==> src/rtl/led_pattern_gen.sv <==
// Multi-channel LED driver with per-channel OFF/ON/BLINK/PWM modes.
// All channels share one blink timebase and one PWM timebase so they stay phase-aligned.
`timescale 1ns/1ps
module led_pattern_gen #(
    parameter int CLK_FREQ_KHz = 50000,
    parameter int LED_FREQ_Hz  = 1,
    parameter int CHANNELS     = 4,
    parameter int PWM_BITS     = 8,
    parameter int PWM_FREQ_Hz  = 1000,
    localparam int CH_W        = (CHANNELS > 1) ? $clog2(CHANNELS) : 1
) (
    input  logic                clk,
    input  logic                rst,
    input  logic                cfg_we,
    input  logic [CH_W-1:0]     cfg_ch,
    input  logic [1:0]          cfg_mode,
    input  logic [PWM_BITS-1:0] cfg_duty,
    input  logic                sync,
    output logic [CHANNELS-1:0] led,
    output logic                pwm_wrap
);

    localparam int HALF_PERIOD = (CLK_FREQ_KHz * 1000) / (LED_FREQ_Hz * 2);
    localparam int STEP_DIV    = (CLK_FREQ_KHz * 1000) / (PWM_FREQ_Hz * (2 ** PWM_BITS));
    localparam int BC_W        = (HALF_PERIOD > 1) ? $clog2(HALF_PERIOD) : 1;
    localparam int SC_W        = (STEP_DIV > 1) ? $clog2(STEP_DIV) : 1;

    localparam logic [BC_W-1:0] BLINK_LAST = BC_W'(HALF_PERIOD - 1);
    localparam logic [SC_W-1:0] STEP_LAST  = SC_W'(STEP_DIV - 1);

    localparam logic [1:0] MODE_OFF   = 2'd0;
    localparam logic [1:0] MODE_ON    = 2'd1;
    localparam logic [1:0] MODE_BLINK = 2'd2;
    localparam logic [1:0] MODE_PWM   = 2'd3;

    generate
        if (HALF_PERIOD < 1 || STEP_DIV < 1 || CHANNELS < 1 || CHANNELS > 32) begin : g_bad_params
            $error("led_pattern_gen: HALF_PERIOD and STEP_DIV must be >= 1, CHANNELS in 1..32");
        end
    endgenerate

    logic [BC_W-1:0]     blink_cnt_q;
    logic                blink_phase_q;
    logic [SC_W-1:0]     step_cnt_q;
    logic [PWM_BITS-1:0] pwm_cnt_q;
    logic                pwm_wrap_q;
    logic [CHANNELS-1:0] led_q;
    logic [CHANNELS-1:0] led_d;

    logic blink_last;
    logic step_tick;
    logic pwm_boundary;

    assign blink_last   = (blink_cnt_q == BLINK_LAST);
    assign step_tick    = (step_cnt_q == STEP_LAST);
    assign pwm_boundary = step_tick && (pwm_cnt_q == '1);

    // sync restarts both timebases and wins over any tick or wrap in the same cycle.
    always_ff @(posedge clk) begin
        if (rst || sync) begin
            blink_cnt_q   <= '0;
            blink_phase_q <= 1'b1;
            step_cnt_q    <= '0;
            pwm_cnt_q     <= '0;
            pwm_wrap_q    <= 1'b0;
        end else begin
            if (blink_last) begin
                blink_cnt_q   <= '0;
                blink_phase_q <= ~blink_phase_q;
            end else begin
                blink_cnt_q <= blink_cnt_q + 1'b1;
            end
            if (step_tick) begin
                step_cnt_q <= '0;
                pwm_cnt_q  <= pwm_cnt_q + 1'b1;
            end else begin
                step_cnt_q <= step_cnt_q + 1'b1;
            end
            pwm_wrap_q <= pwm_boundary;
        end
    end

    for (genvar gi = 0; gi < CHANNELS; gi++) begin : g_ch
        logic [1:0]          mode_q;
        logic [PWM_BITS-1:0] duty_pend_q;
        logic [PWM_BITS-1:0] duty_act_q;
        logic                wr_en;

        assign wr_en = cfg_we && (cfg_ch == CH_W'(gi));

        // duty_act samples the pre-write duty_pend, so a same-cycle write waits one boundary.
        always_ff @(posedge clk) begin
            if (rst) begin
                mode_q      <= MODE_BLINK;
                duty_pend_q <= '0;
                duty_act_q  <= '0;
            end else begin
                if (wr_en) begin
                    mode_q      <= cfg_mode;
                    duty_pend_q <= cfg_duty;
                end
                if (sync || pwm_boundary) begin
                    duty_act_q <= duty_pend_q;
                end
            end
        end

        assign led_d[gi] = (mode_q == MODE_ON)
                         | ((mode_q == MODE_BLINK) & blink_phase_q)
                         | ((mode_q == MODE_PWM) & (pwm_cnt_q < duty_act_q))
                         | ((mode_q == MODE_OFF) & 1'b0);
    end

    always_ff @(posedge clk) begin
        if (rst) begin
            led_q <= '1;
        end else begin
            led_q <= led_d;
        end
    end

    assign led      = led_q;
    assign pwm_wrap = pwm_wrap_q;

endmodule

==> config.mk <==
export PLATFORM = sky130hd
export DESIGN_NAME = led_pattern_gen
export DESIGN_NICKNAME = d
export VERILOG_FILES = /design/src/rtl/led_pattern_gen.sv
export SDC_FILE = /design/constraint.sdc
export NUM_CORES = 1
export LEC_CHECK = 0
export CORE_MARGIN = 2
export CORE_UTILIZATION = 44
export CTS_CLUSTER_DIAMETER = 40
export DETAILED_ROUTE_END_ITERATION = 10
export HOLD_SLACK_MARGIN = 0.12
export RECOVER_POWER = 50
export SYNTH_ARGS = -nofsm -noshare
export SYNTH_HDL_FRONTEND = slang
export SYNTH_SLANG_ARGS = --single-unit
==> constraint.sdc <==
create_clock -name clk -period 2.7 [get_ports clk]
set_input_delay 0.675 -clock clk [delete_from_list [all_inputs] [get_ports clk]]
set_output_delay 0.675 -clock clk [all_outputs]
set_load 0.02 [all_outputs]
==> flow_metrics.py <==
metrics = {
    "logic_synthesis": {
        "synth_edf_count": 0,
        "synth-async-reset-ratio_pct": 0,
        "synth_fp_nets": 641,
        "synth.area.top_cells": "dfxtp_1, mux2i_1, ha_1, nor2_1, nand2_1",
        "synth_top_area_share_pct": 45.2,
        "ys_types": 34,
        "synth_top_cell_by_area": "dfxtp_1",
        "netlist_area_um2": 5270,
        "avgSynthCellArea_um2": 8.89,
        "yosysWarningCount": 0,
        "ys_seq_area_share_pct": 45.2,
        "synth_top_flop_cell": "dfxtp_1",
        "ys_ff_latch": 119,
        "synthTopCellsByCount": "dfxtp_1, nor2_1, nand2_1",
        "synth_most_common_cell": "dfxtp_1",
        "netlist_instances": 593,
    },
    "grt": {
        "first_global_vias": 3683,
        "grt_max_degree": 56,
        "overflow": 0,
        "groute.usage.overall_pct": 18.5,
        "grt_first_pass_wirelength_um": 18300,
        "antenna_found_initial": 0,
    },
    "finish": {
        "stdcell_area_um2": 6190,
        "num-nets-final": 666,
        "syn2layout_area_growth_pct": 17.4,
        "fill_cells": 1056,
        "insertedDiodeCount": 0,
        "stdcell_count": 774,
        "drive_gt1_share_pct": 6.81,
    },
    "clocking": {
        "cts_hold_buf": 0,
        "clk-insertion-delay-late_ns": 0.41,
        "cts_resized": 0,
        "root_buffer": "clkbuf_16",
        "clk_pin_slew_ns": 0.05,
        "postCtsSetupBuffers": 0,
        "clk_path_buf_depth": 2,
        "cts_tree": "yes",
        "cts_buffers": 17,
        "clock-sinks": 119,
        "cts_htree_levels": 4,
    },
    "power_and_ir_drop": {
        "p_per_area_nw_per_um2": 679,
        "power_mw": 4.20,
        "vdd_drop_max_mv": 0.445,
        "leakage_nw": 2.46,
    },
    "place": {
        "gp_congestion": 0.805,
        "dp_slack_ns": 0.526,
        "hpwl_um": 7550,
        "place_area_um2": 5630,
        "dp.cells": 742,
        "io_buffers": 20,
    },
    "worst_setup_path": {
        "worstPathRequired_ns": 3.00,
        "endpoint_kind": "flip-flop",
        "cp_cell_sequence": "dlygate4sd3_1, nor3b_1, clkbuf_1, nor2_1, a211o_1",
        "critPathLaunch": "cfg_ch[1]",
        "rr_startpoint": "step_cnt_q[0]",
        "crit_arrival_ns": 2.60,
        "critPathKind": "in -> reg",
        "critPathSlowestCell": "clkbuf_1",
        "start_kind": "primary input",
        "cp_max_fo": 11,
        "worst_path_largest_cell_delay_ns": 0.65,
    },
    "run_status": {
        "status": "complete, no violations",
    },
    "die": {
        "die_w_um": 113,
        "core_um2": 11600,
        "chipHeight_um": 113,
        "fp.dieArea_um2": 12900,
        "initial_utilization_pct": 45.6,
        "rows": 39,
        "ios": 21,
    },
    "hold_path": {
        "min_path_type": "reg -> reg",
        "min_from": "g_ch[2].duty_pend_q[5]",
    },
    "sta": {
        "relSlewSlack_pct": 46.4,
        "timing.setup.tns_ns": 0,
        "min_period_over_period_pct": 84.9,
        "drv_slew": 0,
        "clock.fmax_ghz": 0.436,
        "max_slew.worst_pin.slew_ns": 0.804,
        "fin_skew_ns": 0.00539,
        "setup_slack_ns": 0.407,
        "finalHoldViolations": 0,
        "finalSetupViolations": 0,
        "finalCriticalPeriod_ns": 2.29,
        "rsz0062_at_grt": "false",
    },
    "detailed_routing": {
        "vias": 3891,
        "wire_per_inst_um": 14.3,
        "ant_nets": 0,
        "drt_first_pass_iters": 4,
        "route.detailed.drc": 0,
        "drt_iter0_markers": 267,
        "drt_wl_total_um": 11100,
        "viasPerCell": 5.03,
    },
    "run": {
        "drv.max_cap_violation_count": 0,
    },
}
-- final cells by class --
| class | count | area, um^2 | area share (%) |
|---|---|---|---|
| clock inverter | 9 | 97.6 | 1.58 |
| sequential | 119 | 2380 | 38.5 |
| timing repair buffer | 28 | 260 | 4.20 |
| inverter | 35 | 131 | 2.12 |
| clock buffer | 23 | 488 | 7.88 |
| multi-input combinational | 417 | 2650 | 42.8 |
| tap | 143 | 179 | 2.89 |
-- logic make-up (layout without fill, tap and decap cells) --
| family | count (synthesis) | after routing | share of synthesized area, % |
|---|---|---|---|
| mux | 42 | 42 | 7.97 |
| flops | 119 | 119 | 45.2 |
| xor+xnor | 36 | 36 | 5.98 |
| fa+ha+maj | 32 | 32 | 7.59 |
| simple gates | 235 | 235 | 20.2 |
| buf+inv | 57 | 95 | 4.53 |
| compound gates | 72 | 72 | 8.54 |
-- per-stage QoR --
step	util, %	hold WS, ns
global route	53.5	0.469
CTS	53.7	0.456
global placement	48.7	0.442
finish	53.5	0.453
detailed placement	48.7	0.448
floorplan	-	0.430
-- flip-flops by register name, indices dropped and copies added, names as in the netlist --
register / flops
blink_cnt_q: 25
blink_phase_q: 1
g_ch.duty_act_q: 32
g_ch.duty_pend_q: 32
g_ch.mode_q: 8
led: 4
pwm_cnt_q: 8
pwm_wrap: 1
step_cnt_q: 8
-- layout by cell type, fill, tap and decap left out, drive strengths merged, types with 2 or more instances in the layout --
master / instances
dfxtp: 119
nor2: 92
nand2: 79
mux2i: 42
a21oi: 36
inv: 35
ha: 32
clkbuf: 26
xor2: 25
clkdlybuf4s50: 17
nand3: 14
a21o: 12
nand4: 11
xnor2: 11
and3: 10
o21ai: 9
a211oi: 8
nand2b: 6
and4: 6
clkinv: 6
buf: 6
nor4: 5
o211ai: 4
or2: 4
a211o: 2
nand3b: 2
bufinv: 2
dlygate4sd3: 2
-- worst max-delay path: cells and delay by family --
kind                   cells  cell delay (ns)
AOI/OAI and AO/OA          1             0.28
buffers and inverters      2             1.25
and+or+nand+nor            2             0.38
-- final timing paths --
path | slack [ns] | end | cells after the start
min | 0.45 | g_ch[2].duty_pend_q[5] | 2
min reg2reg | 0.45 | g_ch[2].duty_pend_q[5] | 2
max | 0.41 | g_ch[0].mode_q[1] | 5
max reg2reg | 0.49 | pwm_cnt_q[5] | 8
-- routing by layer --
metal,global-route usage [%],routed length [um],vias to the layer above
li1,-,-,2041
met1,24.2,5200,1782
met2,29.3,5160,57
met3,5.74,610,11
met4,6.34,117,0
met5,0,0,-
-- report_power, final --
part | total, mW | internal [mW] | switching [mW]
registers | 1.81 | 1.79 | 0.0198
logic | 0.198 | 0.0812 | 0.117
clock network | 2.19 | 1.44 | 0.751
(Power assumes the default switching activity.)
